===== src/rtl/rv_pkg.sv =====
// Shared RV encodings used by the write-back pipe and, later, the LSU.
// Result-select encodings, load funct3 values and the default datapath width.
package rv_pkg;

    localparam int XLEN_DEFAULT = 32;

    localparam logic [1:0] WB_SEL_ALU  = 2'd0;
    localparam logic [1:0] WB_SEL_LOAD = 2'd1;
    localparam logic [1:0] WB_SEL_PC4  = 2'd2;
    localparam logic [1:0] WB_SEL_AUX  = 2'd3;

    localparam logic [2:0] LOAD_LB  = 3'b000;
    localparam logic [2:0] LOAD_LH  = 3'b001;
    localparam logic [2:0] LOAD_LW  = 3'b010;
    localparam logic [2:0] LOAD_LBU = 3'b100;
    localparam logic [2:0] LOAD_LHU = 3'b101;

endpackage


===== src/rtl/write_back_pipe_if.sv =====
// MEM/WB bundle: the MEM side drives the *_mem_wb fields and stage control,
// the pipe drives the register-file write port, valid flag and retire count.
interface write_back_pipe_if
    import rv_pkg::*;
#(
    parameter int XLEN  = XLEN_DEFAULT,
    parameter int RA_W  = 5,
    parameter int CNT_W = 64
);
    logic             stall_wb;
    logic             flush_wb;
    logic             valid_mem_wb;
    logic [1:0]       wb_sel_mem_wb;
    logic [2:0]       load_funct3_mem_wb;
    logic [1:0]       addr_lo_mem_wb;
    logic [XLEN-1:0]  alu_out_mem_wb;
    logic [XLEN-1:0]  r_data_mem_wb;
    logic [XLEN-1:0]  pc_plus4_mem_wb;
    logic [XLEN-1:0]  aux_mem_wb;
    logic             write_reg_enable_mem_wb;
    logic [RA_W-1:0]  write_reg_mem_wb;

    logic [XLEN-1:0]  write_data_wb_id;
    logic             write_reg_enable_wb_id;
    logic [RA_W-1:0]  write_reg_wb_id;
    logic             valid_wb;
    logic [CNT_W-1:0] instret_wb;

    modport master (
        output stall_wb, flush_wb, valid_mem_wb, wb_sel_mem_wb, load_funct3_mem_wb,
               addr_lo_mem_wb, alu_out_mem_wb, r_data_mem_wb, pc_plus4_mem_wb,
               aux_mem_wb, write_reg_enable_mem_wb, write_reg_mem_wb,
        input  write_data_wb_id, write_reg_enable_wb_id, write_reg_wb_id,
               valid_wb, instret_wb
    );

    modport slave (
        input  stall_wb, flush_wb, valid_mem_wb, wb_sel_mem_wb, load_funct3_mem_wb,
               addr_lo_mem_wb, alu_out_mem_wb, r_data_mem_wb, pc_plus4_mem_wb,
               aux_mem_wb, write_reg_enable_mem_wb, write_reg_mem_wb,
        output write_data_wb_id, write_reg_enable_wb_id, write_reg_wb_id,
               valid_wb, instret_wb
    );

endinterface


===== src/rtl/load_align.sv =====
// Combinational load lane extraction and sign/zero extension.
// Misaligned halfwords are trapped upstream, so addr_lo[0] is ignored for LH/LHU.
module load_align
    import rv_pkg::*;
#(
    parameter int XLEN = XLEN_DEFAULT
) (
    input  logic [XLEN-1:0] raw_data,
    input  logic [2:0]      funct3,
    input  logic [1:0]      addr_lo,
    output logic [XLEN-1:0] load_data
);

    logic [7:0]  byte_lane;
    logic [15:0] half_lane;

    always_comb begin
        byte_lane = raw_data[7:0];
        case (addr_lo)
            2'd1:    byte_lane = raw_data[15:8];
            2'd2:    byte_lane = raw_data[23:16];
            2'd3:    byte_lane = raw_data[31:24];
            default: byte_lane = raw_data[7:0];
        endcase
        half_lane = addr_lo[1] ? raw_data[31:16] : raw_data[15:0];

        // Unlisted funct3 codes pass the raw word through untouched.
        load_data = raw_data;
        case (funct3)
            LOAD_LB:  load_data = XLEN'($signed(byte_lane));
            LOAD_LBU: load_data = XLEN'(byte_lane);
            LOAD_LH:  load_data = XLEN'($signed(half_lane));
            LOAD_LHU: load_data = XLEN'(half_lane);
            LOAD_LW:  load_data = XLEN'($signed(raw_data[31:0]));
            default:  load_data = raw_data;
        endcase
    end

endmodule


===== src/rtl/write_back_pipe.sv =====
// MEM/WB pipeline register with stall/flush, load alignment, result select,
// x0 write suppression and a retired-instruction counter.
module write_back_pipe
    import rv_pkg::*;
#(
    parameter int XLEN  = XLEN_DEFAULT,
    parameter int RA_W  = 5,
    parameter int CNT_W = 64
) (
    input logic              clk,
    input logic              rst,
    write_back_pipe_if.slave bus
);

    logic             valid_q,   valid_d;
    logic [1:0]       wb_sel_q,  wb_sel_d;
    logic [2:0]       funct3_q,  funct3_d;
    logic [1:0]       addr_lo_q, addr_lo_d;
    logic [XLEN-1:0]  alu_q,     alu_d;
    logic [XLEN-1:0]  r_data_q,  r_data_d;
    logic [XLEN-1:0]  pc4_q,     pc4_d;
    logic [XLEN-1:0]  aux_q,     aux_d;
    logic             we_q,      we_d;
    logic [RA_W-1:0]  rd_q,      rd_d;
    logic [CNT_W-1:0] instret_q, instret_d;
    logic [XLEN-1:0]  load_data;

    // An instruction retires on any edge where it leaves WB unstalled, even if
    // the incoming slot is being flushed at the same time.
    always_comb begin
        valid_d   = valid_q;
        wb_sel_d  = wb_sel_q;
        funct3_d  = funct3_q;
        addr_lo_d = addr_lo_q;
        alu_d     = alu_q;
        r_data_d  = r_data_q;
        pc4_d     = pc4_q;
        aux_d     = aux_q;
        we_d      = we_q;
        rd_d      = rd_q;
        instret_d = instret_q;

        if (valid_q && !bus.stall_wb) begin
            instret_d = instret_q + CNT_W'(1);
        end

        if (bus.flush_wb) begin
            valid_d = 1'b0;
        end else if (!bus.stall_wb) begin
            valid_d   = bus.valid_mem_wb;
            wb_sel_d  = bus.wb_sel_mem_wb;
            funct3_d  = bus.load_funct3_mem_wb;
            addr_lo_d = bus.addr_lo_mem_wb;
            alu_d     = bus.alu_out_mem_wb;
            r_data_d  = bus.r_data_mem_wb;
            pc4_d     = bus.pc_plus4_mem_wb;
            aux_d     = bus.aux_mem_wb;
            we_d      = bus.write_reg_enable_mem_wb;
            rd_d      = bus.write_reg_mem_wb;
        end
    end

    always_ff @(posedge clk or posedge rst) begin
        if (rst) begin
            valid_q   <= 1'b0;
            wb_sel_q  <= '0;
            funct3_q  <= '0;
            addr_lo_q <= '0;
            alu_q     <= '0;
            r_data_q  <= '0;
            pc4_q     <= '0;
            aux_q     <= '0;
            we_q      <= 1'b0;
            rd_q      <= '0;
            instret_q <= '0;
        end else begin
            valid_q   <= valid_d;
            wb_sel_q  <= wb_sel_d;
            funct3_q  <= funct3_d;
            addr_lo_q <= addr_lo_d;
            alu_q     <= alu_d;
            r_data_q  <= r_data_d;
            pc4_q     <= pc4_d;
            aux_q     <= aux_d;
            we_q      <= we_d;
            rd_q      <= rd_d;
            instret_q <= instret_d;
        end
    end

    load_align #(.XLEN(XLEN)) u_load_align (
        .raw_data  (r_data_q),
        .funct3    (funct3_q),
        .addr_lo   (addr_lo_q),
        .load_data (load_data)
    );

    // Write data is driven regardless of the strobe; consumers must qualify it.
    always_comb begin
        bus.write_data_wb_id = alu_q;
        case (wb_sel_q)
            WB_SEL_LOAD: bus.write_data_wb_id = load_data;
            WB_SEL_PC4:  bus.write_data_wb_id = pc4_q;
            WB_SEL_AUX:  bus.write_data_wb_id = aux_q;
            default:     bus.write_data_wb_id = alu_q;
        endcase
    end

    assign bus.write_reg_enable_wb_id = valid_q & we_q & (rd_q != '0);
    assign bus.write_reg_wb_id        = rd_q;
    assign bus.valid_wb               = valid_q;
    assign bus.instret_wb             = instret_q;

endmodule


===== src/flat_wrapper.sv =====
// flat-port wrapper written by rule: the top's interface ports become plain ports
module write_back_pipe_flat import rv_pkg::*;
#(
    parameter int XLEN  = XLEN_DEFAULT,
    parameter int RA_W  = 5,
    parameter int CNT_W = 64
)
  (clk, rst, bus_stall_wb, bus_flush_wb, bus_valid_mem_wb, bus_wb_sel_mem_wb, bus_load_funct3_mem_wb, bus_addr_lo_mem_wb, bus_alu_out_mem_wb, bus_r_data_mem_wb, bus_pc_plus4_mem_wb, bus_aux_mem_wb, bus_write_reg_enable_mem_wb, bus_write_reg_mem_wb, bus_write_data_wb_id, bus_write_reg_enable_wb_id, bus_write_reg_wb_id, bus_valid_wb, bus_instret_wb);
  write_back_pipe_if #(.XLEN(XLEN), .RA_W(RA_W), .CNT_W(CNT_W)) bus_i ();
  input logic clk;
  input logic rst;
  input wire logic [$bits(bus_i.stall_wb)-1:0] bus_stall_wb;
  input wire logic [$bits(bus_i.flush_wb)-1:0] bus_flush_wb;
  input wire logic [$bits(bus_i.valid_mem_wb)-1:0] bus_valid_mem_wb;
  input wire logic [$bits(bus_i.wb_sel_mem_wb)-1:0] bus_wb_sel_mem_wb;
  input wire logic [$bits(bus_i.load_funct3_mem_wb)-1:0] bus_load_funct3_mem_wb;
  input wire logic [$bits(bus_i.addr_lo_mem_wb)-1:0] bus_addr_lo_mem_wb;
  input wire logic [$bits(bus_i.alu_out_mem_wb)-1:0] bus_alu_out_mem_wb;
  input wire logic [$bits(bus_i.r_data_mem_wb)-1:0] bus_r_data_mem_wb;
  input wire logic [$bits(bus_i.pc_plus4_mem_wb)-1:0] bus_pc_plus4_mem_wb;
  input wire logic [$bits(bus_i.aux_mem_wb)-1:0] bus_aux_mem_wb;
  input wire logic [$bits(bus_i.write_reg_enable_mem_wb)-1:0] bus_write_reg_enable_mem_wb;
  input wire logic [$bits(bus_i.write_reg_mem_wb)-1:0] bus_write_reg_mem_wb;
  output wire logic [$bits(bus_i.write_data_wb_id)-1:0] bus_write_data_wb_id;
  output wire logic [$bits(bus_i.write_reg_enable_wb_id)-1:0] bus_write_reg_enable_wb_id;
  output wire logic [$bits(bus_i.write_reg_wb_id)-1:0] bus_write_reg_wb_id;
  output wire logic [$bits(bus_i.valid_wb)-1:0] bus_valid_wb;
  output wire logic [$bits(bus_i.instret_wb)-1:0] bus_instret_wb;
  assign bus_i.stall_wb = bus_stall_wb;
  assign bus_i.flush_wb = bus_flush_wb;
  assign bus_i.valid_mem_wb = bus_valid_mem_wb;
  assign bus_i.wb_sel_mem_wb = bus_wb_sel_mem_wb;
  assign bus_i.load_funct3_mem_wb = bus_load_funct3_mem_wb;
  assign bus_i.addr_lo_mem_wb = bus_addr_lo_mem_wb;
  assign bus_i.alu_out_mem_wb = bus_alu_out_mem_wb;
  assign bus_i.r_data_mem_wb = bus_r_data_mem_wb;
  assign bus_i.pc_plus4_mem_wb = bus_pc_plus4_mem_wb;
  assign bus_i.aux_mem_wb = bus_aux_mem_wb;
  assign bus_i.write_reg_enable_mem_wb = bus_write_reg_enable_mem_wb;
  assign bus_i.write_reg_mem_wb = bus_write_reg_mem_wb;
  assign bus_write_data_wb_id = bus_i.write_data_wb_id;
  assign bus_write_reg_enable_wb_id = bus_i.write_reg_enable_wb_id;
  assign bus_write_reg_wb_id = bus_i.write_reg_wb_id;
  assign bus_valid_wb = bus_i.valid_wb;
  assign bus_instret_wb = bus_i.instret_wb;
  write_back_pipe #(.XLEN(XLEN), .RA_W(RA_W), .CNT_W(CNT_W)) u_core (.clk(clk), .rst(rst), .bus(bus_i));
endmodule

===== config.mk =====
export PLATFORM = sky130hd
export DESIGN_NAME = write_back_pipe_flat
export DESIGN_NICKNAME = d
export VERILOG_FILES = /design/src/rtl/rv_pkg.sv /design/src/rtl/write_back_pipe_if.sv /design/src/rtl/load_align.sv /design/src/rtl/write_back_pipe.sv /design/src/flat_wrapper.sv
export SDC_FILE = /design/constraint.sdc
export NUM_CORES = 1
export LEC_CHECK = 0
export BUFFER_PORTS_ARGS = -buffer_cell sky130_fd_sc_hd__buf_2
export CORE_MARGIN = 2
export CORE_UTILIZATION = 53
export DETAILED_ROUTE_END_ITERATION = 16
export GPL_ROUTABILITY_DRIVEN = 0
export HOLD_SLACK_MARGIN = 0.06
export PLACE_DENSITY = 0.91
export SLEW_MARGIN = 5
export SYNTH_ARGS = -nofsm -noshare
export SYNTH_HDL_FRONTEND = slang
export SYNTH_SLANG_ARGS = --single-unit

===== constraint.sdc =====
create_clock -name clk -period 7.1 [get_ports clk]
set_clock_uncertainty 0.05 [all_clocks]
set_input_delay 0.71 -clock clk [delete_from_list [all_inputs] [get_ports clk]]
set_output_delay 0.71 -clock clk [all_outputs]
set_load 0.01 [all_outputs]

==> impl_metrics.ini <==
[logic_synthesis]
synthCells = 894
ys_types = 47
synth_top_family_by_area = multiplexers
synthesis.nets = 1041
synth_xor_area_share_pct = 5.68
muxShareOfSynthArea_pct = 15.4
synth.most_common_cell = dfrtp_1
syn_area_um2 = 9710
synthAdderAreaFrac_pct = 0.129
synth_edf_count = 0
synth_seq_cells = 206
async_flop_share_pct = 100
synth_top_cell_area_share_pct = 53.1
synth_common_cells = dfrtp_1, mux2_2, nand2_1, nor2_1, xnor2_1
yosysTopAreaCell = dfrtp_1
synth.avg_cell_area_um2 = 10.9
yosysSeqAreaShare_pct = 53.1
ys_top_cells_by_area = dfrtp_1, mux2_2, xnor2_1
synth_compound_area_share_pct = 7.83
synth-simple-area-share_pct = 14.9
ys_warn_count = 0
synth-main-ff-cell = dfrtp_1

[drt]
detail-route-antenna-nets = 0
drt_iter0_drc = 576
drc = 0
routed-via-count = 7930
routed_wl_um = 26300
firstDrtPassIters = 7
vias_per_cell = 5.79
post_drt_wl_per_cell_um = 19.2

[global_route]
grt_pass1_wl_um = 42100
grt_pass1_vias = 7970
grt_start_max_net_pins = 123
antenna_found_initial = 3
grt_usage_pct = 26.7
grt_remaining_overflow = 0

[power]
power_leakage_nw = 5.59
vdd_drop_max_v = 0.000318
powerDensity_nw_per_um2 = 269

[clock_network]
holdBufCountCts = 0
clkSlewWorstSetupHoldPaths_ns = 0.06
cts-root-buf = clkbuf_16
post_cts_buffers = 0
clk_latency_ns = 0.49
clock_sinks = 206
cts.repair.resized = 0
h-tree-depth = 1
cts-buffers-inserted = 22
cts_buffer_depth = 3
tritoncts = built

[floorplanning]
die_x_um = 139
die_h_um = 139
dieArea_um2 = 19400
initial_core_util_pct = 54.1
row_count = 49
design.core.area_um2 = 18000
ios = 249

[sta]
setup_tns_ns = 0
whs_ns = 0.310
post-route-min-period_ns = 3.82
post-route-period-util_pct = 53.8
slew_headroom_pct = 27.1
worst_pin_slew_ns = 1.09
hold_violations = 0
slew_viol_final = 0
final-setup-viol-count = 0
max_freq_mhz = 262
rsz0062_at_grt = false

[place]
dp_hpwl_um = 18500
io_buffers = 248

[final_layout]
num-nets-final = 1273
num_antenna_cells = 0
drive_above_1_share_pct = 37.0
syn_to_final_growth_pct = 22.3

[critical_path]
endpoint_kind = primary output
worst_ep_arrival_time_ns = 3.06
crit_type = reg2out
required_ns = 6.34
critPathMaxFanout = 26
start_kind = flop

[hold_path]
hold_path_class = in2async

[status]
status = completed

[flow_run]
maxCapViolCount = 0
-- cell usage in the layout (no fill, tap or decap), types with 4 or more instances in the layout --
cell type and count:
a21oi_1 37, a221oi_1 21, and3_1 5, buf_2 248, buf_4 6, clkbuf_1 6
clkbuf_16 23, clkbuf_8 4, dfrtp_1 205, inv_1 29, mux2_2 121, mux2i_1 9
nand2_1 86, nand2b_1 21, nand3_1 42, nand4_1 19, nor2_1 65, nor2b_1 10
nor3_1 11, nor4_1 9, o21ai_0 40, o22ai_1 14, xnor2_1 44, xor2_1 19
-- sequential cells by signal, summed over array words and instances (netlist names) --
| name | count |
|---|---|
| u_core.aux_q | 32 |
| u_core.bus.valid_wb | 1 |
| u_core.we_q | 1 |
| u_core.r_data_q | 32 |
| u_core.bus.instret_wb | 64 |
| u_core.wb_sel_q | 2 |
| u_core.funct3_q | 3 |
| u_core.bus.write_reg_wb_id | 5 |
| u_core.pc4_q | 32 |
| u_core.alu_q | 32 |
| u_core.addr_lo_q | 2 |
-- cells by family (layout without fill, tap and decap cells) --
group / Yosys count / after routing
compound gates: 125 / 125
xor+xnor: 63 / 63
fa+ha+maj: 1 / 1
buf+inv: 76 / 322
mux: 132 / 132
simple gates: 291 / 291
flops: 206 / 206
-- stage by stage --
| step | util, % | area [um^2] | setup slack [ns] | std cells | total power [mW] |
|---|---|---|---|---|---|
| 2_1_floorplan | - | 9710 | 0.716 | 894 | 1.78 |
| 3_3_place_gp | 61.9 | 11100 | 3.87 | 1331 | 1.99 |
| 3_5_place_dp | 61.9 | 11100 | 3.81 | 1331 | 2.02 |
| 4_1_cts | 66.1 | 11900 | 3.28 | 1369 | 3.20 |
| 5_1_grt | 66.1 | 11900 | 3.11 | 1369 | 3.33 |
| 6_report | 66.1 | 11900 | 3.28 | 1369 | 3.19 |
-- path summary, 6_finish.rpt --
kind | startpoint | endpoint | slack [ns] | cells after the start
max | u_core.addr_lo_q[1] | bus_write_data_wb_id[9] | 3.28 | 6
min | rst | u_core.alu_q[24] | 0.31 | 2
max reg2reg | u_core.bus.instret_wb[5] | u_core.bus.instret_wb[63] | 4.63 | 5
min reg2reg | u_core.bus.instret_wb[63] | u_core.bus.instret_wb[63] | 0.42 | 1
max in group asynchronous | rst | u_core.bus.instret_wb[4] | 4.99 | 3
min in group clk | bus_flush_wb | u_core.bus.valid_wb | 0.36 | 2
-- where the power goes --
| part | internal, mW | leakage, nW | switching (mW) |
|---|---|---|---|
| clock network | 0.741 | 0.369 | 0.451 |
| logic | 0.275 | 2.67 | 0.297 |
| registers | 1.30 | 2.54 | 0.126 |
| total | 2.32 | 5.59 | 0.874 |
-- area by class of cell --
class / instances / area (um^2)
clock buffers: 33 / 653
repair buffers: 254 / 1290
multi-input cells: 612 / 4270
fillers: 1334 / 6090
inverters: 30 / 120
well taps: 229 / 287
clock inverters: 5 / 100
flip-flops and latches: 206 / 5160
-- per-layer routing --
metal / GRT usage, % / share of wire, % / up-vias / wire length, um
li1: - / - / 3597 / -
met1: 34.6 / 40 / 3923 / 10500
met2: 46.1 / 50 / 340 / 13100
met3: 5.75 / 7.6 / 66 / 2010
met4: 6.17 / 2.6 / 4 / 693
met5: 0 / 0.091 / - / 24
-- critical path: stages (launching register included) --
cell and delay, ns:
dfrtp_1 0.97, mux4_2 0.59, nor2b_1 0.15, o31a_1 0.33, a221oi_1 0.28, nor2_1 0.10
buf_2 0.15
No activity file was read; power rests on OpenSTA's default activity.
